<file path="config.mk">
export PLATFORM = sky130hd
export DESIGN_NAME = countdown_display
export DESIGN_NICKNAME = d
export VERILOG_FILES = /design/src/rtl/traffic_pkg.sv /design/src/rtl/seg7_decode.sv /design/src/rtl/countdown_display.sv
export SDC_FILE = /design/constraint.sdc
export NUM_CORES = 1
export LEC_CHECK = 0
export CELL_PAD_IN_SITES_DETAIL_PLACEMENT = 1
export CELL_PAD_IN_SITES_GLOBAL_PLACEMENT = 1
export CORE_MARGIN = 4
export CORE_UTILIZATION = 32
export CTS_CLUSTER_DIAMETER = 50
export DETAILED_ROUTE_END_ITERATION = 7
export PLACE_DENSITY = 0.64
export SLEW_MARGIN = 10
export SYNTH_ARGS = -nofsm -noshare
export SYNTH_HDL_FRONTEND = slang
export SYNTH_SLANG_ARGS = --single-unit
</file>
<file path="constraint.sdc">
create_clock -name clk -period 6.2 [get_ports clk]
set_input_delay 1.24 -clock clk [delete_from_list [all_inputs] [get_ports clk]]
set_output_delay 1.24 -clock clk [all_outputs]
set_load 0.05 [all_outputs]
</file>
<file path="src/rtl/traffic_pkg.sv">
// Shared traffic-light types and constants: phase encoding, segment patterns,
// default phase lengths common to the light controller and its displays.
package traffic_pkg;

    typedef enum logic [1:0] {
        PH_IDLE  = 2'd0,
        PH_XGO   = 2'd1,
        PH_YGO   = 2'd2,
        PH_FAULT = 2'd3
    } phase_t;

    localparam logic [6:0] SEG_BLANK = 7'h7F;
    localparam logic [6:0] SEG_DASH  = 7'h3F;

    // Any code 10..15 decodes to a dark digit; used for leading-zero suppression.
    localparam logic [3:0] BCD_BLANK = 4'hF;

    localparam int unsigned DEF_TX_SEC = 30;
    localparam int unsigned DEF_TY_SEC = 15;

    function automatic logic [7:0] to_bcd(input int unsigned sec);
        return {4'(sec / 10), 4'(sec % 10)};
    endfunction

endpackage

</file>
<file path="src/rtl/seg7_decode.sv">
// BCD digit to active-low 7-segment pattern {g,f,e,d,c,b,a}; codes 10..15 are dark.
module seg7_decode
    import traffic_pkg::*;
(
    input  logic [3:0] i_bcd,
    output logic [6:0] o_seg_n
);

    always_comb begin
        o_seg_n = SEG_BLANK;
        case (i_bcd)
            4'd0:    o_seg_n = 7'h40;
            4'd1:    o_seg_n = 7'h79;
            4'd2:    o_seg_n = 7'h24;
            4'd3:    o_seg_n = 7'h30;
            4'd4:    o_seg_n = 7'h19;
            4'd5:    o_seg_n = 7'h12;
            4'd6:    o_seg_n = 7'h02;
            4'd7:    o_seg_n = 7'h78;
            4'd8:    o_seg_n = 7'h00;
            4'd9:    o_seg_n = 7'h10;
            default: o_seg_n = SEG_BLANK;
        endcase
    end

endmodule

</file>
<file path="src/rtl/countdown_display.sv">
// Right-of-way countdown on a 4-digit multiplexed common-anode display (X: digits 1:0, Y: 3:2).
// Define COUNTDOWN_BLINK_EN to blink the digits during the last five seconds of a phase.
module countdown_display
    import traffic_pkg::*;
#(
    parameter int unsigned TX_SEC        = DEF_TX_SEC,
    parameter int unsigned TY_SEC        = DEF_TY_SEC,
    parameter int unsigned TICKS_PER_SEC = 10,
    parameter int unsigned SCAN_DIV      = 1000
) (
    input  logic       clk,
    input  logic       rst_n,
    input  logic       tick_en,
    input  logic       rx,
    input  logic       ry,
    output logic [3:0] an_n,
    output logic [6:0] seg_n,
    output logic [1:0] phase
);

    localparam int unsigned SUB_W  = $clog2(TICKS_PER_SEC);
    localparam int unsigned SCAN_W = (SCAN_DIV > 1) ? $clog2(SCAN_DIV) : 1;
    localparam logic [SUB_W-1:0]  SUB_LAST  = SUB_W'(TICKS_PER_SEC - 1);
    localparam logic [SCAN_W-1:0] SCAN_LAST = SCAN_W'(SCAN_DIV - 1);
    localparam logic [7:0] LOAD_X = to_bcd(TX_SEC);
    localparam logic [7:0] LOAD_Y = to_bcd(TY_SEC);

    phase_t              r_phase;
    phase_t              w_phase_nxt;
    logic                w_counting;
    logic [3:0]          r_tens;
    logic [3:0]          r_ones;
    logic [3:0]          w_tens_dec;
    logic [3:0]          w_ones_dec;
    logic [SUB_W-1:0]    r_sub;
    logic [SCAN_W-1:0]   r_scan_cnt;
    logic [1:0]          r_idx;
    logic [3:0]          w_digit;
    logic [6:0]          w_dec_seg;
    logic [6:0]          w_seg_nxt;

    // Phase FSM: state register.
    always_ff @(posedge clk or negedge rst_n) begin
        if (!rst_n) begin
            r_phase <= PH_IDLE;
        end else begin
            r_phase <= w_phase_nxt;
        end
    end

    // Phase FSM: next state follows the controller lamps every clock.
    always_comb begin
        w_phase_nxt = PH_IDLE;
        case ({rx, ry})
            2'b00: w_phase_nxt = PH_IDLE;
            2'b01: w_phase_nxt = PH_XGO;
            2'b10: w_phase_nxt = PH_YGO;
            2'b11: w_phase_nxt = PH_FAULT;
        endcase
    end

    // Phase FSM: outputs and display content for the digit currently selected.
    always_comb begin
        phase      = r_phase;
        w_counting = (r_phase == PH_XGO) || (r_phase == PH_YGO);
        w_seg_nxt  = SEG_BLANK;
        case (r_phase)
            PH_XGO, PH_YGO: begin
                w_seg_nxt = w_dec_seg;
`ifdef COUNTDOWN_BLINK_EN
                if ((r_tens == 4'd0) && (r_ones <= 4'd5) &&
                    (r_sub >= SUB_W'(TICKS_PER_SEC / 2)))
                    w_seg_nxt = SEG_BLANK;
`endif
            end
            PH_FAULT: w_seg_nxt = SEG_DASH;
            default:  w_seg_nxt = SEG_BLANK;
        endcase
    end

    // Saturating BCD decrement: 00 holds rather than wrapping.
    always_comb begin
        w_tens_dec = r_tens;
        w_ones_dec = r_ones;
        if (r_ones != 4'd0) begin
            w_ones_dec = r_ones - 4'd1;
        end else if (r_tens != 4'd0) begin
            w_ones_dec = 4'd9;
            w_tens_dec = r_tens - 4'd1;
        end
    end

    // A phase change reloads the count and wins over a coincident tick.
    always_ff @(posedge clk or negedge rst_n) begin
        if (!rst_n) begin
            r_tens <= '0;
            r_ones <= '0;
            r_sub  <= '0;
        end else if (w_phase_nxt != r_phase) begin
            r_sub <= '0;
            case (w_phase_nxt)
                PH_XGO:  {r_tens, r_ones} <= LOAD_X;
                PH_YGO:  {r_tens, r_ones} <= LOAD_Y;
                default: {r_tens, r_ones} <= '0;
            endcase
        end else if (w_counting && tick_en) begin
            if (r_sub == SUB_LAST) begin
                r_sub  <= '0;
                r_tens <= w_tens_dec;
                r_ones <= w_ones_dec;
            end else begin
                r_sub <= r_sub + 1'b1;
            end
        end
    end

    always_ff @(posedge clk or negedge rst_n) begin
        if (!rst_n) begin
            r_scan_cnt <= '0;
            r_idx      <= '0;
        end else if (r_scan_cnt == SCAN_LAST) begin
            r_scan_cnt <= '0;
            r_idx      <= r_idx + 2'd1;
        end else begin
            r_scan_cnt <= r_scan_cnt + 1'b1;
        end
    end

    // Both roads show the same count; odd digits are tens, dark when zero.
    always_comb begin
        w_digit = r_ones;
        if (r_idx[0])
            w_digit = (r_tens == 4'd0) ? BCD_BLANK : r_tens;
    end

    seg7_decode u_seg7_decode (
        .i_bcd   (w_digit),
        .o_seg_n (w_dec_seg)
    );

    // Anode and segments registered together so a digit never shows its neighbour's pattern.
    always_ff @(posedge clk or negedge rst_n) begin
        if (!rst_n) begin
            an_n  <= 4'b1110;
            seg_n <= SEG_BLANK;
        end else begin
            an_n  <= ~(4'b0001 << r_idx);
            seg_n <= w_seg_nxt;
        end
    end

endmodule

</file>
# Yosys cells after proc, flatten, opt, wreduce, memory -nomap -nowiden
# Memory sizes are Yosys's and may differ from the RTL's.
# Index checks and enable logic that the tools add are counted.
[op_classes] n_addsub=5 eq_ne=12 n_shift=1 muxes=20 bitwise=1 reduce_logical=13
[ops] operator="4-bit 2-to-1 mux" n=15
[ops] operator="7-bit case mux with 2 select lines" n=1
[ops] operator="10-bit by 1-bit adder with 10-bit output (second input constant)" n=1
[ops] operator="10-bit equality test (second input constant)" n=1
[ops] operator="2-bit equality test (second input constant)" n=5
[ops] operator="10-bit 2-to-1 mux" n=1
[ops] operator="2-bit case mux with 4 select lines" n=1
[ops] operator="4-bit nonzero test" n=2
[ops] operator="4-bit by 1-bit subtractor with 4-bit output (second input constant)" n=2
[ops] operator="2-bit by 1-bit equality test with 1-bit output (second input constant)" n=3
[ops] operator="2-bit nonzero test" n=3
[ops] operator="4-bit by 1-bit adder with 4-bit output (second input constant)" n=1
[ops] operator="4-bit equality test (second input constant)" n=1
[ops] operator="4-bit zero test" n=1
[ops] operator="4-bit inverter" n=1
[ops] operator="2-bit case mux with 2 select lines" n=1
[ops] operator="4-bit AND reduction" n=1
[ops] operator="1-bit by 2-bit left shift with 4-bit output (first input constant)" n=1
[ops] operator="3-bit 2-to-1 mux" n=1
[ops] operator="3-bit AND reduction" n=1
[ops] operator="3-bit nonzero test" n=1
[ops] operator="2-bit by 1-bit adder with 2-bit output (second input constant)" n=1
[ops] operator="2-bit zero test" n=1
[ops] operator="2-bit by 1-bit != test with 1-bit output (second input constant)" n=1
[ops] operator="4 further kinds" n=4
[word_totals] regBits=37 mem_bits_ro=112 in_bits=5 memories=1
[memory_table] name="(no name shown)" words=16 width=7 read_ports=1 rd_clocked_by_memory_dff=0 wr=0 line="seg7_decode.sv:11" rtl="case (i_bcd)"

# Logic depth before layout (Yosys ltp)
[depth] ltp_word=6 depth_mapped=10

# Cells and area by module
# Synthesis repeated with hierarchy kept, for this count alone.
[unflattened] hier_cells=231 area_unflattened_um2=2163.3
[by_module_without_submodules] module="countdown_display" instances=1 cells_each=198 area_each_um2=1953.1
[by_module_without_submodules] module="seg7_decode" instances=1 cells_each=33 area_each_um2=210.2

# Least setup slack after synthesis
# Ideal clock, no wire load.
[synth_path] kind="input -> register" startpoint="input port ry" endpoint="register r_ones[0]" setup_ns=0.133 arrival_ns=2.419 t_required_ns=6.067 setup_slack_ns=3.648 cell_stages=6 n_path_buf=1 path_cell_list="inv_1 ha_1 o21a_1 o21ai_1 clkbuf_1 o21ai_1"
[synth_between] elab_chain_len=5
[synth_lines] element="from (decl)" line="countdown_display.sv:15" rtl="input logic ry,"
[synth_lines] element="2-bit equality test (tied with other cells)" line="countdown_display.sv:54" rtl="case ({rx, ry})"
[synth_lines] element="2-bit case mux with 4 select lines *" line="countdown_display.sv:54"
[synth_lines] element="2-bit != test / 2-bit equality test (equally long branches)" line="countdown_display.sv:99, countdown_display.sv:101"
[synth_lines] element="3-bit nonzero test (no line) (tied with other cells)"
[synth_lines] element="3-bit AND reduction (no line) / 4-bit 2-to-1 mux (equally long branches)"
[synth_lines] element="to (signal assigned)" line="countdown_display.sv:110" rtl="r_ones <= w_ones_dec;"
[synth_lines] element="to (decl)" line="countdown_display.sv:32" rtl="logic [3:0] r_ones;"
# Mark *: on every way between the ends. The rest lies on a longest branch, timed or not.
# A chain may end at the register's enable or synchronous reset.

# Worst setup path in the final report
[layout_path] startpoint="input port ry" endpoint="register r_tens[2]"
[layout_between] elab_chain_len=5
[layout_lines] element="2-bit equality test (tied with other cells)" line="countdown_display.sv:54"
[layout_lines] element="2-bit case mux with 4 select lines *" line="countdown_display.sv:54"
[layout_lines] element="2-bit != test *" line="countdown_display.sv:99" rtl="end else if (w_phase_nxt != r_phase) begin"
[layout_lines] element="2-bit by 1-bit != test with 1-bit output (no line) / 2-bit nonzero test (equally long branches)"
[layout_lines] element="4-bit AND reduction (no line)"
[layout_lines] element="to (signal assigned)" line="countdown_display.sv:109" rtl="r_tens <= w_tens_dec;"
[layout_lines] element="to (decl)" line="countdown_display.sv:31" rtl="logic [3:0] r_tens;"
# Marked as above.

==> flow_metrics.tcl <==
set metrics [dict create \
    tightest_slew_ns 0.837 \
    io_pins 18 \
    rows 29 \
    ant_nets 0 \
    clkLatencyLatePin_ns 0.30 \
    finalSetupTns_ns 0 \
    numCtsBuffers 5 \
    hp-class "reg2reg" \
    diodes 0 \
    fillers 733 \
    h-tree-depth 2 \
    drc 0 \
    worstRegToRegCells 9 \
    layout.nets 263 \
    final_layout_size_suffix_gt1_frac 0.143 \
    wl_met3_um 128 \
    fmax_mhz 327 \
    powerDensity_mw_per_mm2 257 \
    dpl.cell_count 307 \
    status "finished, final reports clean" \
    fin_crit_ns 3.06 \
    dr.first_iter.drc_count 36 \
    synth-async-reset-ratio 1.00 \
    synth-seq-area-share 0.431 \
    grt.total_usage 0.117 \
    max-cap-violations 0 \
    initial_core_util 0.337 \
    power.leakage_nw 1.11 \
    cts_tree "done" \
    place_area_mm2 0.00242 \
    dp_hpwl_um 3160 \
    wl_per_cell_um 13.7 \
    m1WireLength_um 2150 \
    coreArea_mm2 0.00646 \
    final_common_cell "dfrtp_1" \
    cts_resized 0 \
    path_clk_slew_ns 0.08 \
    slew_headroom 0.442 \
    clock_skew_ns 0.0102 \
    hold_violations 0 \
    grt_max_degree 38 \
    min_to "r_scan_cnt[0]$_DFF_PN0_" \
    r2r-end "seg_n[4]$_DFF_PN1_" \
    worstPathRequired_ns 6.39 \
    critPathLaunchType "primary input" \
    postRouteWirelength_um 4320 \
    synth_cell_types 51 \
    cts.sinks 37 \
    layout_common_cells "dfrtp_1 (27), nor2_1 (21), ha_1 (21)" \
    synth-edff-count 0 \
    post-route-period-util 0.493 \
    syn-instance-count 216 \
    rsz0062_at_grt "false" \
    hp-start "r_scan_cnt[0]$_DFF_PN0_" \
    netlist_area_mm2 0.00218 \
    synth_fp_nets 242 \
    post-place-ws_ns 2.44 \
    r2r_setup_slack_ns 3.94 \
    cts_hold_buffers 0 \
    antenna_found_initial 0 \
    vias_per_cell 5.03 \
    worstPathMaxFanout 17 \
    holdPathStages 1 \
    dieHeight_um 90.5 \
    port_buffers 17 \
    grt-ovfl-total 0 \
    setup_slack_ns 3.14 \
    design_area_mm2 0.00256 \
    finalSetupViolations 0 \
    place.gp.congestion 0.764 \
    synth.avg_cell_area_um2 10.1 \
    cts_root_buf "clkbuf_8" \
    ys.flop_type "dfrtp_1" \
    regToRegStartpoint "r_tens[0]$_DFFE_PN0P_" \
    dieArea_mm2 0.00818 \
    synth-seq-cells 37 \
    yosys_warnings 0 \
    cts_max_path_buffers 2 \
    finalNonFillerCells 315 \
    slew_violations 0 \
    p_total_mw 0.659 \
    die_w_um 90.5 \
    postCtsSetupRepairBufs 0 \
    grt_pass1_wl_um 7850 \
    met2_length_um 1970 \
    highest_layer "met4" \
    grt_pass1_vias 1591 \
    path_class "in2reg" \
    area_delta_synth_final_pct 17.9 \
    dr_total_vias 1584 \
    dr.pass1.iters 4 \
    crit_arrival_ns 3.24 \
    max-vdd-ir-drop_v 0.000115 \
    crit_path_end_kind "register" \
]
flip-flops by register name, indices dropped and copies added (netlist names):
signal / cells
r_scan_cnt: 10
seg_n: 7
an_n: 4
r_ones: 4
r_sub: 4
r_tens: 4
phase: 2
r_idx: 2
final cells by class:
class,instances,area (um2),area share
sequential,37,938,0.366
clock inverter,3,68.8,0.0268
inverter,23,86.3,0.0337
timing repair buffer,17,165,0.0644
tap,77,96.3,0.0376
clock buffer,5,68.8,0.0268
multi-input combinational,153,1140,0.445
stage by stage:
step,utilization,hold slack (ns)
global placement,0.375,0.453
CTS,0.397,0.464
floorplan,-,0.433
finish,0.397,0.461
global route,0.397,0.519
detailed placement,0.375,0.453
how the worst max path moves through the flow:
stage               cells after the start  slack, ns                     to  startpoint
detailed placement                      7       2.44  r_tens[2]$_DFFE_PN0P_          ry
finish                                  7       3.14  r_tens[2]$_DFFE_PN0P_          ry
floorplan                               6       3.65  r_ones[0]$_DFFE_PN0P_          ry
global route                            7       2.96  r_tens[2]$_DFFE_PN0P_          ry
CTS                                     7       2.76  r_tens[2]$_DFFE_PN0P_          ry
global placement                        7       2.61  r_tens[2]$_DFFE_PN0P_          ry
metal layers:
metal	track usage	up-vias
li1	-	787
met4	0.0421	0
met3	0.0258	8
met5	0	-
met2	0.180	20
met1	0.162	769
power breakdown:
group	leakage [nW]	internal [mW]	switching (mW)	total, mW
Clock	0.0687	0.162	0.0927	0.255
Sequential	0.459	0.260	0.00915	0.269
Combinational	0.583	0.0486	0.0863	0.135
Total	1.11	0.471	0.188	0.659
logic make-up after synthesis:
group / share of synthesized area
buf+inv: 0.0460
fa+ha+maj: 0.121
flops: 0.431
simple gates: 0.191
mux: 0.0374
compound gates: 0.133
xor+xnor: 0.0403
worst max-delay path, stage by stage:
cell             delay [ns]
clkdlybuf4s50_1        0.55
inv_1                  0.08
ha_1                   0.22
o21a_1                 0.21
o21ai_2                0.60
a211oi_1               0.11
a31o_1                 0.22
synthesized netlist by cell type (2+ instances only):
library cell  instances  area [um2]
dfrtp_1              27         676
ha_1                 21         263
nor2_1               21        78.8
inv_1                20        75.1
dfstp_2              10         263
nor3_1               10        50.1
a21oi_1               9        45.0
nand2_1               9        33.8
o21ai_1               8        40.0
mux2i_1               7        70.1
xnor2_1               7        61.3
a22oi_1               4        30.0
and2_1                4        25.0
nand3_1               4        20.0
a211oi_1              3        22.5
a31o_1                3        26.3
inv_2                 3        11.3
nand2b_1              3        18.8
nand4_1               3        18.8
nor2b_1               3        18.8
xor2_1                3        26.3
and3b_1               2        17.5
buf_2                 2        10.0
o21ai_0               2        10.0
or2_2                 2        12.5
Note: power is estimated with default switching activity, not from simulation.
